===== src/rtl/lsu_pkg.sv =====
`default_nettype none
// ----------------------------------------------------------------------------
// lsu_pkg: funct3 codes, FSM state encoding and request legality helper.
// Rev 1.0
// ----------------------------------------------------------------------------
package lsu_pkg;

  localparam logic [2:0] F3_B  = 3'b000;
  localparam logic [2:0] F3_H  = 3'b001;
  localparam logic [2:0] F3_W  = 3'b010;
  localparam logic [2:0] F3_BU = 3'b100;
  localparam logic [2:0] F3_HU = 3'b101;

  typedef enum logic [1:0] {
    IDLE = 2'd0,
    RD   = 2'd1,
    CAP  = 2'd2,
    WR   = 2'd3
  } lsu_state_e;

  function automatic logic f3_legal(input logic we, input logic [2:0] f3);
    logic ok;
    ok = (f3 == F3_B) || (f3 == F3_H) || (f3 == F3_W);
    if (!we) ok = ok || (f3 == F3_BU) || (f3 == F3_HU);
    return ok;
  endfunction

endpackage
`default_nettype wire


===== src/rtl/lsu_lane_align.sv =====
`default_nettype none
// ----------------------------------------------------------------------------
// lsu_lane_align: load lane extraction/extension and sub-word store merge.
// Rev 1.0
// ----------------------------------------------------------------------------
module lsu_lane_align
  import lsu_pkg::*;
(
  input  logic [2:0]  funct3_i,
  input  logic [1:0]  off_i,
  input  logic [31:0] word_i,
  input  logic [31:0] wdata_i,
  output logic [31:0] load_o,
  output logic [31:0] merge_o
);

  logic [31:0] w_sh_b;
  logic [31:0] w_sh_h;
  logic [31:0] w_mask;
  logic [31:0] w_data;

  always_comb begin
    w_sh_b = word_i >> {off_i, 3'b000};
    w_sh_h = word_i >> {off_i[1], 4'b0000};
    case (funct3_i)
      F3_B:    load_o = {{24{w_sh_b[7]}}, w_sh_b[7:0]};
      F3_BU:   load_o = {24'd0, w_sh_b[7:0]};
      F3_H:    load_o = {{16{w_sh_h[15]}}, w_sh_h[15:0]};
      F3_HU:   load_o = {16'd0, w_sh_h[15:0]};
      default: load_o = word_i;
    endcase
  end

  // Memory has no byte enables: splice the new lane(s) into the word just read.
  always_comb begin
    case (funct3_i)
      F3_B: begin
        w_mask = 32'h0000_00FF << {off_i, 3'b000};
        w_data = {24'd0, wdata_i[7:0]} << {off_i, 3'b000};
      end
      F3_H: begin
        w_mask = 32'h0000_FFFF << {off_i[1], 4'b0000};
        w_data = {16'd0, wdata_i[15:0]} << {off_i[1], 4'b0000};
      end
      default: begin
        w_mask = 32'hFFFF_FFFF;
        w_data = wdata_i;
      end
    endcase
    merge_o = (word_i & ~w_mask) | (w_data & w_mask);
  end

endmodule
`default_nettype wire


===== src/rtl/load_store_unit.sv =====
`default_nettype none
// ----------------------------------------------------------------------------
// load_store_unit: RV32I load/store engine with read-modify-write sub-word stores.
// Rev 1.0
// ----------------------------------------------------------------------------
module load_store_unit
  import lsu_pkg::*;
#(
  parameter int MEM_BYTES = 256
) (
  input  logic        i_clk,
  input  logic        i_rst,
  input  logic        i_req,
  output logic        o_ready,
  input  logic        i_we,
  input  logic [2:0]  i_funct3,
  input  logic [31:0] i_addr,
  input  logic [31:0] i_wdata,
  output logic [31:0] o_rdata,
  output logic        o_done,
  output logic        o_fault,
  output logic [31:0] o_mem_addr,
  output logic [31:0] o_mem_wd,
  output logic        o_mem_wen,
  output logic        o_mem_ren,
  input  logic [31:0] i_mem_rd
);

  localparam int AW = $clog2(MEM_BYTES);

  lsu_state_e  state_q;
  logic        we_q;
  logic [2:0]  funct3_q;
  logic [31:0] addr_q;
  logic [31:0] wdata_q;
  logic [31:0] word_q;
  logic [31:0] rdata_q;
  logic        done_q;
  logic        fault_q;

  logic        w_misalign;
  logic        w_range;
  logic        w_fault;
  logic [31:0] w_load;
  logic [31:0] w_merge;

  assign w_misalign = ((i_funct3[1:0] == 2'b01) && i_addr[0]) ||
                      ((i_funct3[1:0] == 2'b10) && (i_addr[1:0] != 2'b00));
  assign w_range    = |i_addr[31:AW];
  assign w_fault    = !f3_legal(i_we, i_funct3) || w_misalign || w_range;

  lsu_lane_align u_align (
    .funct3_i (funct3_q),
    .off_i    (addr_q[1:0]),
    .word_i   (i_mem_rd),
    .wdata_i  (wdata_q),
    .load_o   (w_load),
    .merge_o  (w_merge)
  );

  always_ff @(posedge i_clk) begin
    if (i_rst) begin
      state_q  <= IDLE;
      we_q     <= 1'b0;
      funct3_q <= 3'd0;
      addr_q   <= 32'd0;
      wdata_q  <= 32'd0;
      word_q   <= 32'd0;
      rdata_q  <= 32'd0;
      done_q   <= 1'b0;
      fault_q  <= 1'b0;
    end else begin
      done_q  <= 1'b0;
      fault_q <= 1'b0;
      case (state_q)
        IDLE: begin
          if (i_req) begin
            if (w_fault) begin
              fault_q <= 1'b1;
            end else begin
              we_q     <= i_we;
              funct3_q <= i_funct3;
              addr_q   <= i_addr;
              wdata_q  <= i_wdata;
              state_q  <= (i_we && (i_funct3 == F3_W)) ? WR : RD;
            end
          end
        end
        RD: state_q <= CAP;
        CAP: begin
          if (we_q) begin
            word_q  <= w_merge;
            state_q <= WR;
          end else begin
            rdata_q <= w_load;
            done_q  <= 1'b1;
            state_q <= IDLE;
          end
        end
        WR: begin
          done_q  <= 1'b1;
          state_q <= IDLE;
        end
        default: state_q <= IDLE;
      endcase
    end
  end

  assign o_ready    = (state_q == IDLE);
  assign o_rdata    = rdata_q;
  assign o_done     = done_q;
  assign o_fault    = fault_q;
  assign o_mem_addr = (state_q != IDLE) ? {addr_q[31:2], 2'b00} : 32'd0;
  assign o_mem_ren  = (state_q == RD) || (state_q == CAP);
  // Gating with reset keeps an aborted store from reaching memory on the reset edge.
  assign o_mem_wen  = (state_q == WR) && !i_rst;
  assign o_mem_wd   = (state_q != WR) ? 32'd0 :
                      (funct3_q == F3_W) ? wdata_q : word_q;

endmodule
`default_nettype wire


===== config.mk =====
export PLATFORM = sky130hd
export DESIGN_NAME = load_store_unit
export DESIGN_NICKNAME = d
export VERILOG_FILES = /design/src/rtl/lsu_pkg.sv /design/src/rtl/lsu_lane_align.sv /design/src/rtl/load_store_unit.sv
export SDC_FILE = /design/constraint.sdc
export NUM_CORES = 1
export LEC_CHECK = 0
export BUFFER_PORTS_ARGS = -buffer_cell sky130_fd_sc_hd__buf_2
export CORE_MARGIN = 2
export CORE_UTILIZATION = 30
export DETAILED_ROUTE_END_ITERATION = 10
export PLACE_DENSITY = 0.49
export SYNTH_ARGS = -nofsm -noshare
export SYNTH_HDL_FRONTEND = slang
export SYNTH_SLANG_ARGS = --single-unit

===== constraint.sdc =====
create_clock -name i_clk -period 1.9 [get_ports i_clk]
set_clock_uncertainty 0.05 [all_clocks]
set_input_delay 0.19 -clock i_clk [delete_from_list [all_inputs] [get_ports i_clk]]
set_output_delay 0.19 -clock i_clk [all_outputs]
set_load 0.02 [all_outputs]

# After elaboration in Yosys (flattened, before gate mapping)
# Index checks and enable logic that the tools add are counted.
[totals] reg_bits=136 inputBits=103 word_cells=79
[classes] eq_ne=16 n_shift=6 muxes=15 n_bitwise=8 reduce_logical=25
[op_table] cell="32-bit case mux with 2 select lines" n=2
[op_table] cell="32-bit case mux with 4 select lines" n=1
[op_table] cell="32-bit two-way mux" n=3
[op_table] cell="32-bit bitwise AND" n=2
[op_table] cell="32-bit inverter" n=1
[op_table] cell="32-bit OR" n=1
[op_table] cell="16-bit by 5-bit << shifter with 32-bit output" n=1
[op_table] cell="16-bit by 5-bit << shifter with 32-bit output, first input constant" n=1
[op_table] cell="8-bit by 5-bit << shifter with 32-bit output" n=1
[op_table] cell="8-bit by 5-bit << shifter with 32-bit output, first input constant" n=1
[op_table] cell="32-bit by 5-bit >> shifter with 16-bit output" n=1
[op_table] cell="32-bit by 5-bit >> shifter with 8-bit output" n=1
[op_table] cell="24-bit OR reduction" n=1
[op_table] cell="3-bit equality test, second input constant" n=4
[op_table] cell="1-bit logical OR" n=8
[op_table] cell="2-bit two-way mux" n=4
[op_table] cell="2-bit case mux with 4 select lines" n=1
[op_table] cell="2-bit equality test, second input constant" n=3
[op_table] cell="3-bit by 1-bit equality test with 1-bit output, second input constant" n=2
[op_table] cell="3-bit by 2-bit equality test with 1-bit output, second input constant" n=2
[op_table] cell="3-bit logical NOT" n=2
[op_table] cell="2-bit != test, second input constant" n=3
[op_table] cell="2-bit AND reduction" n=3
[op_table] cell="2-bit by 1-bit equality test with 1-bit output, second input constant" n=2
[op_table] cell="other kinds (9)" n=19

# Longest topological paths before layout
[logic_depth] depth_word=12 ltp_mapped=8

# Modules after synthesis
# Synthesis repeated with hierarchy kept, for this count alone.
[hier_totals] hier_cells=954 hier_area_um2=7209.4
[by_module_without_submodules] module="load_store_unit" n_inst=1 cells_per_inst=727 area_per_inst_um2=5919.4 seq_area_each_um2=2722.6
[by_module_without_submodules] module="lsu_lane_align" n_inst=1 cells_per_inst=227 area_per_inst_um2=1290.0 seq_area_each_um2=0.0

# Worst setup path before layout
# Ideal clock, no wire load.
[synth_timing] path_type="register -> register" startpoint="register state_q[0]" endpoint="register addr_q[11]" setup_ns=0.115 t_arrival_ns=1.834 required_time_ns=1.735 slack_ns=-0.099 path_stages_with_launch=9 synth_period_minus_slack_ns=1.999 path_cell_list="dfxtp_1 > inv_1 > ha_1 > clkbuf_1 > and2_1 > clkbuf_1 > a31oi_1 > clkbuf_1 > and2_1"
[synth_between] elab_chain_cells=2
[synth_rtl] item="start, declared" line_no="load_store_unit.sv:31" rtl="lsu_state_e state_q;"
[synth_rtl] item="start signal, assigned" line_no="load_store_unit.sv:85" rtl="state_q <= (i_we && (i_funct3 == F3_W)) ? WR : RD;"
[synth_rtl] item="2-bit logical NOT"
[synth_rtl] item="net o_ready" line_no="load_store_unit.sv:14" rtl="output logic o_ready,"
[synth_rtl] item="3-bit AND reduction (no source line)"
[synth_rtl] item="end signal, assigned" line_no="load_store_unit.sv:83" rtl="addr_q <= i_addr;"
[synth_rtl] item="end, declared" line_no="load_store_unit.sv:34" rtl="logic [31:0] addr_q;"
# The timed path passes the listed nets, and every way through them passes these cells.
# A chain may end at the register's enable or synchronous reset.

# Final worst setup path
[layout_timing] startpoint="register funct3_q[2]" endpoint="output o_mem_wd[7]"
[layout_between] elab_chain_cells=3
[layout_rtl] item="start, declared" line_no="load_store_unit.sv:33" rtl="logic [2:0] funct3_q;"
[layout_rtl] item="start signal, assigned" line_no="load_store_unit.sv:82" rtl="funct3_q <= i_funct3;"
[layout_rtl] item="3-bit by 2-bit equality test with 1-bit output" line_no="load_store_unit.sv:118" rtl="(funct3_q == F3_W) ? wdata_q : word_q;"
[layout_rtl] item="32-bit two-way mux" line_no="load_store_unit.sv:118"
[layout_rtl] item="32-bit two-way mux" line_no="load_store_unit.sv:117" rtl="assign o_mem_wd = (state_q != WR) ? 32'd0 :"
[layout_rtl] item="end, declared" line_no="load_store_unit.sv:23" rtl="output logic [31:0] o_mem_wd,"
# Every way passes these cells.

==> impl_metrics.csv <==
group,metric,value,unit
die,die_area,0.02471,mm2
timing,fin_crit_sh,104.6,%
detailed_routing,num_vias,7443,
setup_path,critPathLaunchType,"flip-flop",
yosys,synth_top_area_share,38.68,%
setup_path,worst-path-buf-inv,3,
detailed_routing,drc,0,
yosys,ys_warn_count,0,
die,die_w,157.2,um
yosys,syn_inst,877,
die,die_h,157.2,um
grt,grt-ovfl-total,0,
yosys,async_flop_share,0,%
power,p_seq_share,39.5,%
place,preCtsSetupSlack,-0.03893,ns
yosys,yosys.area_share.adder,0.7110,%
die,ioPinCount,204,
yosys,synth.ff_latch_count,136,
layout,fin_nets,1208,
timing,final.min_clock_period,1.987,ns
yosys,synth-simple-area-share,24.01,%
die,core_area,0.02326,mm2
grt,grt_pass1_wl,40980,um
clocking,cts_root_buffer,"clkbuf_16",
layout,final_cell_count_no_fill,1433,
timing,setup_viol,22,
yosys,muxShareOfSynthArea,1.777,%
setup_path,worst_ep_arrival_time,1.75,ns
yosys,synthTopCellsByCount,"136 x dfxtp_1, 111 x nand2_1, 77 x clkbuf_1, 71 x a21oi_1, 64 x nor2_1",
yosys,synth.distinct_cells,49,
place,gp_congestion,0.8159,
detailed_routing,wl_per_cell,18.58,um
setup_path,required,1.66,ns
setup_path,worstPathCellList,"nor2_4 > and2_4 > buf_8 > buf_12 > nand2_2 > a21boi_2 > buf_6",
die,rows,56,
detailed_routing,drt_first_pass_iters,5,
yosys,synth.most_common_cell,"dfxtp_1",
grt,antenna_found_initial,0,
status,violations,"negative setup slack",
setup_path,critical_path.max_fanout,5,
clocking,clock_latency,0.43,ns
setup_path,slowest_delay,0.34,ns
detailed_routing,drt-vias-per-instance,5.194,
power,vdd.ir_drop.worst,0.0005265,V
min_path,worst_hold_path_type,"input port to flip-flop",
timing,hold_ws,0.02520,ns
place,hpwl,18230,um
yosys,avgSynthCellArea,8.027,um2
power,switching_power,2.154,mW
yosys,synth-compound-area-share,28.85,%
place,dp_cells,1353,
timing,max_freq,503.4,MHz
clocking,htreeDepth,4,
clocking,clock-sinks,136,
layout,syn2layout_area_growth,45.61,%
grt,grt_max_degree,45,
yosys,synth_top_family_by_area,"compound AO/OA/AOI/OAI gates",
detailed_routing,drt_first_iter_violations,394,
layout,layout-drive-gt1-share,32.68,%
grt,track_usage,21.22,%
detailed_routing,antenna_left,0,
die,start_util,30.26,%
timing,drv_slew,0,
power,clockPowerShare,46.5,%
power,p_int,5.269,mW
clocking,path_clk_slew,0.07,ns
power,p_leak,3.771,nW
status,outcome,"complete, but fails checks",
setup_path,cp_slowest_cell,"dfxtp_2",
timing,grt_setup_unrepaired,"yes",
layout,fillCellCount,2347,
yosys,yosys-top-cells-area,"dfxtp_1 39%, nand2_1 5.9%, a21oi_1 5.0%",
power,power_density,724.2,mW/mm2
yosys,synth_top_cell_by_area,"dfxtp_1",
setup_path,cp-end-kind,"primary output",
timing,finalHoldViolCount,0,
clocking,clk_path_buf_depth,2,
job,drv_cap,0,
yosys,synth.yosys.seq_area_share,38.68,%
clocking,cts_tree,"yes",
yosys,syn_area,0.007039,mm2
setup_path,crit_type,"flip-flop to primary output",
clocking,cts-buffers-inserted,17,
layout,diodes,0,
detailed_routing,wl,26630,um
layout,postLayoutCoreUtil,44.06,%
yosys,ys.flop_type,"dfxtp_1",
setup_path,cp_top_family,"buffers and inverters",
timing,worst_slack,-0.08667,ns
place,portBuffers,201,
yosys,synth_edf_count,0,
yosys,synthXorXnorAreaFrac,0,%
power,swShare,29.02,%
grt,grt_pass1_vias,7105,
power,p_comb_share,14.0,%
-- cell usage in the layout, fill, tap and decap left out, drive strengths merged, types with 9 or more instances in the layout --
cell,instances
a211oi,43
a21boi,40
a21o,17
a21oi,72
a311oi,10
and2,27
buf,259
clkbuf,18
dfxtp,136
dlygate4sd3,40
inv,16
nand2,111
nand3b,17
nand4,46
nor2,64
nor2b,34
o21ai,11
o31ai,45
o41ai,9
-- per-layer routing --
metal | track usage (%) | routed length (um)
met5 | 0 | 0
met4 | 4.805 | 429
met3 | 4.818 | 1626
met2 | 32.58 | 11900
met1 | 30.22 | 12670
-- flip-flops by register name, summed over array words and instances (netlist names) --
signal,flops
we_q,1
word_q,32
addr_q,32
o_fault,1
o_rdata,32
funct3_q,3
o_done,1
wdata_q,32
state_q,2
-- metrics by stage --
| step | area, um2 | setup TNS, ns | power [mW] |
|---|---|---|---|
| global route | 10250 | -2.975 | 7.722 |
| global placement | 8626 | 0 | 3.930 |
| CTS | 10030 | -1.795 | 7.477 |
| floorplan | 7053 | 0 | 3.516 |
| finish | 10250 | -0.7149 | 7.423 |
| detailed placement | 8626 | -0.1561 | 3.929 |
-- kinds of logic (layout without fill, tap and decap cells) --
logic type,Yosys count,count (layout)
fa+ha+maj,4,4
mux,11,11
simple gates,335,335
compound gates,288,288
flops,136,136
buf+inv,102,338
other cells,1,2
-- path summary, 6_finish.rpt --
| kind | slack [ns] | start | to | cells after the start |
|---|---|---|---|---|
| worst max-delay path | -0.09 | funct3_q[2] | o_mem_wd[7] | 7 |
| worst min-delay path | 0.03 | i_wdata[7] | wdata_q[7] | 3 |
| worst max register to register | 0.09 | addr_q[0] | o_rdata[21] | 5 |
| worst min register to register | 0.40 | addr_q[17] | addr_q[17] | 1 |
-- worst reg2reg max path: stages, from the launching register on --
cell	delay (ns)
dfxtp_1	0.40
mux4_2	0.53
mux2_2	0.29
a21oi_2	0.18
buf_12	0.17
a211oi_1	0.08
-- layout make-up --
cell class                 instances  area (um2)  area share (%)
multi-input combinational        640        4146           40.45
sequential                       136        2736           26.70
timing repair buffer             300        2341           22.84
clock buffer                      17       425.4           4.150
tap                              319       399.1           3.894
clock inverter                    15       178.9           1.746
inverter                           6       22.52          0.2197
-- what timing repair did --
action / CTS / global route
pin swaps: 8 / 11
resized for setup: 118 / 56
hold buffers: 40 / 0
setup endpoints to repair: 68 / 74
cloned: 5 / 1
hold endpoints to repair: 40 / 0
buffers inserted: 3 / 1
-- power groups by stage --
stage | registers [mW] | logic, mW | clock network, mW
floorplan | 3.04 | 0.477 | 0
global placement | 2.99 | 0.939 | 0
detailed placement | 2.99 | 0.937 | 0
CTS | 2.93 | 1.02 | 3.53
global route | 2.94 | 1.13 | 3.65
finish | 2.93 | 1.04 | 3.45
No activity file was read; power rests on OpenSTA's default activity.
